--- src/rtl/pc_pkg.sv ---
// Shared definitions for the program-counter unit: next-pc select encoding.
package pc_pkg;

    localparam int unsigned PC_SEL_W = 3;

    typedef enum logic [2:0] {
        PC_INC      = 3'd0,
        PC_ZERO     = 3'd1,
        PC_REL      = 3'd2,
        PC_ABS      = 3'd3,
        PC_CALL_REL = 3'd4,
        PC_CALL_ABS = 3'd5,
        PC_RET      = 3'd6
    } pc_sel_t;

endpackage

--- src/rtl/ras_stack.sv ---
// Circular return-address stack: a push onto a full stack overwrites the oldest
// entry; a pop from an empty stack is ignored and reported as an underflow pulse.
module ras_stack #(
    parameter int unsigned ADDR_W    = 9,
    parameter int unsigned RAS_DEPTH = 4
) (
    input  logic                         clk,
    input  logic                         reset_n,
    input  logic                         push_i,
    input  logic                         pop_i,
    input  logic                         clear_i,
    input  logic [ADDR_W-1:0]            data_i,
    output logic [ADDR_W-1:0]            data_o,
    output logic [$clog2(RAS_DEPTH):0]   count_o,
    output logic                         full_o,
    output logic                         empty_o,
    output logic                         overflow_o,
    output logic                         underflow_o
);

    localparam int unsigned PTR_W = $clog2(RAS_DEPTH);
    localparam int unsigned CNT_W = PTR_W + 1;

    logic [ADDR_W-1:0] mem_q [RAS_DEPTH];
    logic [PTR_W-1:0]  ptr_q, ptr_d, ptr_m1;
    logic [CNT_W-1:0]  cnt_q, cnt_d;
    logic              full, empty;

    // ptr_q is the next write slot; the top of stack sits one below it.
    assign ptr_m1 = ptr_q - PTR_W'(1);
    assign full   = (cnt_q == CNT_W'(RAS_DEPTH));
    assign empty  = (cnt_q == '0);

    assign data_o      = mem_q[ptr_m1];
    assign count_o     = cnt_q;
    assign full_o      = full;
    assign empty_o     = empty;
    assign overflow_o  = push_i & ~clear_i & full;
    assign underflow_o = pop_i & ~clear_i & ~push_i & empty;

    always_comb begin
        ptr_d = ptr_q;
        cnt_d = cnt_q;
        if (clear_i) begin
            ptr_d = '0;
            cnt_d = '0;
        end else if (push_i) begin
            ptr_d = ptr_q + PTR_W'(1);
            if (!full) begin
                cnt_d = cnt_q + CNT_W'(1);
            end
        end else if (pop_i && !empty) begin
            ptr_d = ptr_m1;
            cnt_d = cnt_q - CNT_W'(1);
        end
    end

    always_ff @(posedge clk or negedge reset_n) begin
        if (!reset_n) begin
            ptr_q <= '0;
            cnt_q <= '0;
        end else begin
            ptr_q <= ptr_d;
            cnt_q <= cnt_d;
        end
    end

    always_ff @(posedge clk or negedge reset_n) begin
        if (!reset_n) begin
            for (int unsigned i = 0; i < RAS_DEPTH; i++) begin
                mem_q[i] <= '0;
            end
        end else if (push_i && !clear_i) begin
            mem_q[ptr_q] <= data_i;
        end
    end

endmodule

--- src/rtl/pc_unit.sv ---
// Program counter with next-pc mux and optional return-address stack.
// Define PC_UNIT_RAS_EN to build the RAS; otherwise call/return degrade to jumps.
module pc_unit
    import pc_pkg::*;
#(
    parameter int unsigned ADDR_W    = 9,
    parameter int unsigned DATA_W    = 16,
    parameter int unsigned RAS_DEPTH = 4,
    parameter int unsigned RESET_PC  = 0
) (
    input  logic                       clk,
    input  logic                       reset_n,
    input  logic                       load_pc,
    input  logic [PC_SEL_W-1:0]        pc_sel,
    input  logic [DATA_W-1:0]          offset,
    input  logic [DATA_W-1:0]          target,
    output logic [ADDR_W-1:0]          pc,
    output logic [ADDR_W-1:0]          link_addr,
    output logic [$clog2(RAS_DEPTH):0] ras_count,
    output logic                       ras_empty,
    output logic                       ras_full,
    output logic                       ras_overflow,
    output logic                       ras_underflow
);

    localparam logic [ADDR_W-1:0] RST_PC = ADDR_W'(RESET_PC);

    logic [ADDR_W-1:0] pc_q, pc_d;
    logic [ADDR_W-1:0] pc_plus1, pc_rel, tgt;

    assign tgt       = target[ADDR_W-1:0];
    assign pc_plus1  = pc_q + ADDR_W'(1);
    assign pc_rel    = pc_q + offset[ADDR_W-1:0];
    assign pc        = pc_q;
    assign link_addr = pc_plus1;

    generate
        if (DATA_W > ADDR_W) begin : g_trunc
            logic unused_hi;
            assign unused_hi = ^{offset[DATA_W-1:ADDR_W], target[DATA_W-1:ADDR_W]};
        end
    endgenerate

`ifdef PC_UNIT_RAS_EN
    logic                       push, pop, clr;
    logic [ADDR_W-1:0]          ras_top;
    logic                       ovf_pulse, udf_pulse;
    logic                       ovf_q, ovf_d, udf_q, udf_d;

    ras_stack #(
        .ADDR_W    (ADDR_W),
        .RAS_DEPTH (RAS_DEPTH)
    ) u_ras (
        .clk         (clk),
        .reset_n     (reset_n),
        .push_i      (push),
        .pop_i       (pop),
        .clear_i     (clr),
        .data_i      (pc_plus1),
        .data_o      (ras_top),
        .count_o     (ras_count),
        .full_o      (ras_full),
        .empty_o     (ras_empty),
        .overflow_o  (ovf_pulse),
        .underflow_o (udf_pulse)
    );

    assign ovf_d         = ovf_q | ovf_pulse;
    assign udf_d         = udf_q | udf_pulse;
    assign ras_overflow  = ovf_q;
    assign ras_underflow = udf_q;

    always_ff @(posedge clk or negedge reset_n) begin
        if (!reset_n) begin
            ovf_q <= 1'b0;
            udf_q <= 1'b0;
        end else begin
            ovf_q <= ovf_d;
            udf_q <= udf_d;
        end
    end
`else
    assign ras_count     = '0;
    assign ras_empty     = 1'b1;
    assign ras_full      = 1'b0;
    assign ras_overflow  = 1'b0;
    assign ras_underflow = 1'b0;
`endif

    always_comb begin
        pc_d = pc_q;
`ifdef PC_UNIT_RAS_EN
        push = 1'b0;
        pop  = 1'b0;
        clr  = 1'b0;
`endif
        if (load_pc) begin
            case (pc_sel_t'(pc_sel))
                PC_ZERO: begin
                    pc_d = RST_PC;
`ifdef PC_UNIT_RAS_EN
                    clr  = 1'b1;
`endif
                end
                PC_REL:  pc_d = pc_rel;
                PC_ABS:  pc_d = tgt;
                PC_CALL_REL: begin
                    pc_d = pc_rel;
`ifdef PC_UNIT_RAS_EN
                    push = 1'b1;
`endif
                end
                PC_CALL_ABS: begin
                    pc_d = tgt;
`ifdef PC_UNIT_RAS_EN
                    push = 1'b1;
`endif
                end
                PC_RET: begin
`ifdef PC_UNIT_RAS_EN
                    // Empty stack falls back to the register-held return address.
                    pop  = 1'b1;
                    pc_d = ras_empty ? tgt : ras_top;
`else
                    pc_d = tgt;
`endif
                end
                default: pc_d = pc_plus1;
            endcase
        end
    end

    always_ff @(posedge clk or negedge reset_n) begin
        if (!reset_n) begin
            pc_q <= RST_PC;
        end else begin
            pc_q <= pc_d;
        end
    end

endmodule

--- config.mk ---
export PLATFORM = sky130hd
export DESIGN_NAME = pc_unit
export DESIGN_NICKNAME = d
export VERILOG_FILES = /design/src/rtl/pc_pkg.sv /design/src/rtl/ras_stack.sv /design/src/rtl/pc_unit.sv
export SDC_FILE = /design/constraint.sdc
export NUM_CORES = 1
export LEC_CHECK = 0
export CAP_MARGIN = 20
export CORE_MARGIN = 5
export CORE_UTILIZATION = 46
export CTS_CLUSTER_DIAMETER = 40
export DETAILED_ROUTE_END_ITERATION = 12
export PLACE_DENSITY = 0.87
export SLEW_MARGIN = 20
export SYNTH_ARGS = -nofsm -noshare
export SYNTH_HDL_FRONTEND = slang
export SYNTH_SLANG_ARGS = --single-unit
--- constraint.sdc ---
create_clock -name clk -period 5.4 [get_ports clk]
set_input_delay 0.54 -clock clk [delete_from_list [all_inputs] [get_ports clk]]
set_output_delay 0.54 -clock clk [all_outputs]
set_load 0.01 [all_outputs]
# Word level (Yosys, flattened, before mapping)
# Cells that the tools add are included.
dict set report word_totals {
  elab_cells 12
  ff_bits 9
  input_bits 38
  output_inout_bits 25
}
dict set report classes {
  n_addsub 2
  n_reduce_logical 2
  eq_ne 6
  n_mux 1
}
# cell count
set ops {}
lappend ops {{$pmux 9 s3} 1}
lappend ops {{$add 9x1->9 const B} 1}
lappend ops {{$add 9x9->9} 1}
lappend ops {{$eq 3x3->1 const B} 3}
lappend ops {{$eq 3x2->1 const B} 2}
lappend ops {{$eq 3x1->1 const B} 1}
lappend ops {{$reduce_or 3->1} 1}
lappend ops {{$reduce_or 2->1} 1}

# Logic depth before layout (Yosys ltp)
# Gate-level depths: netlist (run 1).
dict set report logic_depth {
  word_depth 3
  ltp_mapped 8
  depth_no_buf 8
}

# Least setup slack after synthesis (run 1)
# OpenSTA, ideal clock, no wires.
dict set report synth_path {
  path_kind {input -> register}
  start {in offset[0]}
  end {reg pc_q[6], in the netlist pc[6]}
  cell_stages 8
  path_slack_ps 3251
  t_arrival_ps 2022
  required_time_ps 5274
  setup_ps 126
  path_cell_list {ha_1 -> inv_1 -> fa_1 -> nand2b_1 -> a21oi_1 -> o22ai_1 -> mux2i_1 -> a311o_1}
}
dict set report synth_between {
  elab_chain_len 2
}
# item line_no
set synth_lines {}
lappend synth_lines {{start: declaration} pc_unit.sv:15} ;# input logic [DATA_W-1:0] offset,
lappend synth_lines {{$add 9x9->9} pc_unit.sv:33} ;# assign pc_rel = pc_q + offset[ADDR_W-1:0];
lappend synth_lines {{$pmux 9 s3} pc_unit.sv:98} ;# case (pc_sel_t'(pc_sel))
lappend synth_lines {{end signal: assignment} pc_unit.sv:137} ;# pc_q <= pc_d;
lappend synth_lines {{end: declaration} pc_unit.sv:28} ;# logic [ADDR_W-1:0] pc_q, pc_d;
# No other way between the ends.
# A chain may end at the register's enable or synchronous reset.

# Final worst setup path (run 1)
dict set report layout_path {
  start {reg pc_q[0], in the netlist pc[0]}
  end {out link_addr[6]}
}
dict set report layout_between {
  elab_chain_len 1
}
# item line_no
set layout_lines {}
lappend layout_lines {{$add 9x1->9} pc_unit.sv:32} ;# assign pc_plus1 = pc_q + ADDR_W'(1);
lappend layout_lines {{end: declaration} pc_unit.sv:18} ;# output logic [ADDR_W-1:0] link_addr,
# No other way between the ends.

==> flow_metrics.tcl, run 1 <==
set metrics [dict create \
    cts_hold_buf 0 \
    syn_inst 188 \
    worst_r2r_endpoint "pc[6]" \
    cts_sinks 9 \
    syn_to_final_growth_pct 28.6 \
    dieHeight_um 65.1 \
    netlist_area_um2 1400 \
    crit_path_max_fanout 7 \
    drive_gt1_share_pct 2.25 \
    worst_hold_path_type "input port to asynchronous set/reset pin" \
    post_drt_wl_per_cell_um 15.3 \
    clockBufferDepth 2 \
    die_area_um2 4240 \
    worst_slack_ns 2.69 \
    register_area_um2 225 \
    cts_resized 0 \
    synthFlopType "dfrtp_1" \
    drtAntennaViolNets 0 \
    status "complete, no violations" \
    arrival_ns 2.17 \
    first_iter_violations 139 \
    period_needed_ns 2.71 \
    fmax_mhz 369 \
    crit_family "simple AND/OR/NAND/NOR gates" \
    crit_chain "ha_1 -> nand2_1 -> or3_1 -> nand2_1 -> clkdlybuf4s50_1" \
    overflow 0 \
    place_congestion 0.885 \
    grt_pass1_wl_mm 6.35 \
    cts-root-buf "clkbuf_4" \
    ff2ff_path_depth 8 \
    yosys.cell_types.count 53 \
    crit_type "flip-flop to primary output" \
    cts_tree "done" \
    drt_wl_total_mm 3.91 \
    ys_ff_latch 9 \
    period_share_pct 50.2 \
    ir_drop_mv 0.108 \
    largest_register_ffs 9 \
    grt_antenna_before_repair 0 \
    grt_use_total_pct 19.0 \
    crit_buf_inv 1 \
    synthArstFlopShare_pct 100 \
    dr.pass1.iters 4 \
    worst_path_most_repeated_cell "nand2_1" \
    final_max_slew_viol_count 0 \
    htreeDepth 1 \
    synth_seq_area_share_pct 16.1 \
    rrSetupSlack_ns 3.06 \
    die_w_um 65.1 \
    finalSetupViolCount 0 \
    place_worst_setup_slack_ns 2.60 \
    ios 63 \
    critPathSlowestCell "clkdlybuf4s50_1" \
    pwr_density_cell_nw_per_um2 266 \
    finClkSkew_ns 0.00178 \
    ys_warn_count 0 \
    numCtsBuffers 3 \
    dpl.hpwl_mm 3.03 \
    drv_cap 0 \
    multi_input_area_um2 1060 \
    required_ns 4.86 \
    reg2reg_from "pc[0]" \
    path_clk_slew_ns 0.07 \
    p_leak_nw 0.734 \
    synth-edff-count 0 \
    crit_path_max_incr_delay_ns 0.54 \
    slew_headroom_pct 47.3 \
    io_buffers 41 \
    total_power_uw 478 \
    n_antenna_cell 0 \
    drc 0 \
    grt_max_degree 25 \
    core_um2 2980 \
    worst_pin_slew_ns 0.788 \
    nets 271 \
    fin_tns_setup_ns 0 \
    end_kind "primary output" \
    vias_per_cell 6.04 \
    rows 20 \
    rsz0062_at_grt "no" \
    cts_setup_buffers 0 \
    nFillCells 268 \
    crit_path_start_kind "flip-flop" \
    hold_viol_final 0 \
    synth_area_per_cell_um2 7.43 \
    start_util_pct 46.9 \
    grt_pass1_vias 1320 \
    vias 1539 \
    clock_latency_ns 0.27 \
]
==> report_power, final <==
group | leakage [nW] | internal (mW) | switching (mW)
Combinational | 0.612 | 0.158 | 0.149
Clock | 0.0150 | 0.0286 | 0.0267
Sequential | 0.107 | 0.0828 | 0.0332
==> routing by layer <==
metal	vias up	track usage, %	part of all wire [%]
met5	-	0	0
met4	0	7.25	1.4
met3	5	1.88	7.4
met2	64	29.8	47
met1	708	26.8	44
li1	762	-	-
==> synth_stat cells, drive strengths merged, types with 2 or more instances <==
cell	number	share of area [%]
a211oi	3	1.6
a21oi	15	5.6
a221o	3	2.1
a311o	2	1.4
a31oi	4	1.8
and2	2	0.90
and3	4	1.8
buf	14	6.4
clkbuf	2	0.54
conb	2	0.54
dfrtp	9	16
ha	9	8.1
inv	7	1.9
maj3	4	2.9
mux2i	3	2.1
nand2	15	4.0
nand2b	3	1.3
nand3	6	2.1
nor2	17	4.6
nor2b	4	1.8
nor3	5	1.8
o21a	3	1.6
o21ai	11	3.9
o22ai	2	0.90
o311a	2	1.4
o31ai	2	1.1
or2	2	0.90
or3	4	1.8
xnor2	3	1.9
xor2	7	4.4
==> kinds of logic (layout without fill, tap and decap cells) <==
logic type	Yosys count	in the layout	share of synthesized area, %
other cells	2	7	0.537
fa+ha+maj	14	14	12.4
buf+inv	24	53	9.13
compound gates	62	62	31.3
simple gates	64	64	22.1
flops	9	9	16.1
xor+xnor	10	10	6.27
mux	3	3	2.15
==> worst max-delay path by stage <==
| stage | from | slack, ns | end | cells past startpoint |
|---|---|---|---|---|
| 2_1_floorplan | offset[0] | 3.25 | pc[6] | 8 |
| 3_3_place_gp | pc_sel[1] | 2.59 | pc[6] | 6 |
| 3_5_place_dp | offset[0] | 2.60 | pc[6] | 9 |
| 4_1_cts | pc[0] | 2.71 | link_addr[6] | 5 |
| 5_1_grt | pc[1] | 2.55 | link_addr[6] | 5 |
| 6_report | pc[0] | 2.69 | link_addr[6] | 5 |
==> cell type report <==
| cell class | instances | share of cell area (%) |
|---|---|---|
| timing repair buffer | 41 | 22.8 |
| sequential | 9 | 12.5 |
| tap | 33 | 2.30 |
| multi-input combinational | 160 | 59.2 |
| clock buffer | 4 | 1.46 |
| inverter | 8 | 1.67 |
==> through the flow <==
| stage | instance area [um^2] | std cells | hold slack (ns) | utilization [%] |
|---|---|---|---|---|
| after global placement | 1770 | 251 | 0.639 | 59.5 |
| final | 1800 | 255 | 0.576 | 60.3 |
| after CTS | 1800 | 255 | 0.592 | 60.3 |
| after floorplan | 1420 | 193 | 0.244 | - |
| after global routing | 1800 | 255 | 0.605 | 60.3 |
| after detailed placement | 1770 | 251 | 0.649 | 59.5 |
==> worst register-to-register path: cells and delay by family (launching register included) <==
family	cells	cell delay [ns]
buffers and inverters	1	0.06
DFF	1	0.47
AOI/OAI and AO/OA	3	0.71
and+or+nand+nor	1	0.20
adders and majority gates	2	0.64
muxes	1	0.14
==> layout by cell type, fill, tap and decap left out, types with 2 or more instances in the layout <==
master	count
inv_1	7
clkbuf_4	3
and2_1	2
a21oi_1	14
or3_1	4
nand2b_1	3
mux2i_1	3
a311o_1	2
o311a_1	2
a221o_1	3
clkdlybuf4s50_1	41
ha_1	9
o21ai_0	10
nand2_1	15
o22ai_1	2
nor2_1	17
xnor2_1	3
nor2b_1	4
nor3_1	5
a211oi_1	3
conb_1	7
o31ai_1	2
nand3_1	6
o21a_1	3
a31oi_1	4
xor2_1	7
dfrtp_1	9
and3_1	4
maj3_1	4
(Power assumes the default switching activity.)
==> run 2, diff against run 1 <==
Settings changed: CORE_UTILIZATION 46 to 42, PLACE_DENSITY 0.87 to 0.81.
Clock period 5.4 ns to 2.58 ns, I/O delays scaled along.
==> run 2 against run 1 <==
Against the previous run: die area is 8.0% higher; critical path depth stayed put; global-route usage is 0.59 points lower; worst hold slack worse by 0.27 ns; clock-buffer cell count stayed put; total power is 110% higher; via count is 1.9% higher; final cell count is 8.2% higher.
==> flow_metrics.tcl, run 2 (synthesized netlist as in run 1, its figures left out) <==
set metrics [dict create \
    period_needed_ns 2.46 \
    numCtsBuffers 3 \
    drt_wl_total_mm 4.19 \
    status "complete, no violations" \
    hold_viol_final 0 \
    final_cells 276 \
    pwr_density_cell_nw_per_um2 547 \
    arrival_ns 2.20 \
    dpl.hpwl_mm 3.26 \
    cts_tree "done" \
    fin_tns_setup_ns 0 \
    required_ns 2.32 \
    startpoint "pc[0]" \
    clockBufferDepth 2 \
    crit_type "flip-flop to primary output" \
    cts_resized 0 \
    drive_gt1_share_pct 5.65 \
    drtAntennaViolNets 0 \
    final_max_slew_viol_count 0 \
    place_congestion 0.871 \
    end_kind "primary output" \
    largest_register_ffs 9 \
    period_share_pct 95.3 \
    rows 21 \
    final_common_cell "clkdlybuf4s50_1" \
    worst_hold_slack_ns 0.306 \
    ir_drop_mv 0.203 \
    vias_per_cell 5.68 \
    final_core_util_pct 57.0 \
    die_area_um2 4580 \
    first_iter_violations 155 \
    post_drt_wl_per_cell_um 15.2 \
    cts_setup_buffers 0 \
    nets 279 \
    stdcell_area_um2 1870 \
    vias 1569 \
    cts_hold_buf 0 \
    finClkSkew_ns 0.00596 \
    p_leak_nw 0.774 \
    grt_antenna_before_repair 0 \
    start_util_pct 42.6 \
    htreeDepth 1 \
    place_worst_setup_slack_ns 0.104 \
    reg2reg_from "pc[0]" \
    core_um2 3280 \
    drc 0 \
    crit_path_start_kind "flip-flop" \
    clock_latency_ns 0.27 \
    dieHeight_um 67.7 \
    grt_use_total_pct 18.4 \
    grt_pass1_wl_mm 6.44 \
    layout_common_cells "41 x clkdlybuf4s50_1, 17 x nor2_1, 15 x nand2_1" \
    cts-root-buf "clkbuf_4" \
    finalSetupViolCount 0 \
    cts_sinks 9 \
    die_w_um 67.7 \
    grt_pass1_vias 1378 \
    overflow 0 \
    placed_cells 272 \
    ios 63 \
    post_dp_cell_area_um2 1850 \
    drv_cap 0 \
    n_antenna_cell 0 \
    fmax_mhz 407 \
    dr.pass1.iters 4 \
    nFillCells 303 \
    io_buffers 41 \
    worst_slack_ns 0.122 \
    grt_max_degree 17 \
    rsz0062_at_grt "no" \
    crit_path_max_fanout 7 \
    worst_hold_path_type "input port to asynchronous set/reset pin" \
    syn_to_final_growth_pct 34.0 \
    total_power_mw 1.02 \
    path_clk_slew_ns 0.07 \
]
run 2: path summary, 6_finish.rpt:
path | slack, ns | end | cells past startpoint
min | 0.31 | pc[6] | 1
min reg2reg | 0.67 | pc[4] | 2
max | 0.12 | link_addr[6] | 5
max reg2reg | 0.31 | pc[6] | 8
min in group clk | 0.67 | pc[4] | 2
max in group asynchronous | 1.96 | pc[3] | 1
run 2: layout make-up:
type | instances | area (um^2) | share of cell area [%]
multi-input combinational | 160 | 1060 | 56.8
timing repair buffer | 49 | 470 | 25.1
sequential | 9 | 225 | 12.0
tap | 46 | 57.6 | 3.07
inverter | 8 | 30.0 | 1.60
clock buffer | 4 | 26.3 | 1.40
run 2: critical path, stage by stage (launching register included):
cell,delay (ns)
dfrtp_1,0.46
ha_1,0.28
nand2_1,0.12
or3_1,0.41
nand2_1,0.12
clkdlybuf4s50_1,0.54
run 2: where the power goes:
part | leakage (nW) | total (mW) | internal [mW] | switching (mW)
clock network | 0.0150 | 0.115 | 0.0598 | 0.0552
registers | 0.107 | 0.241 | 0.173 | 0.0682
logic | 0.652 | 0.667 | 0.345 | 0.323
run 2: layer usage:
| metal | part of all wire (%) | vias to the layer above | routed length [um] | GRT usage (%) |
|---|---|---|---|---|
| met5 | 0 | - | 0 | 0 |
| met4 | 1.3 | 0 | 55 | 6.58 |
| met3 | 7.6 | 8 | 318 | 1.16 |
| met2 | 47 | 73 | 1980 | 29.8 |
| met1 | 44 | 717 | 1830 | 25.5 |
| li1 | - | 771 | - | - |
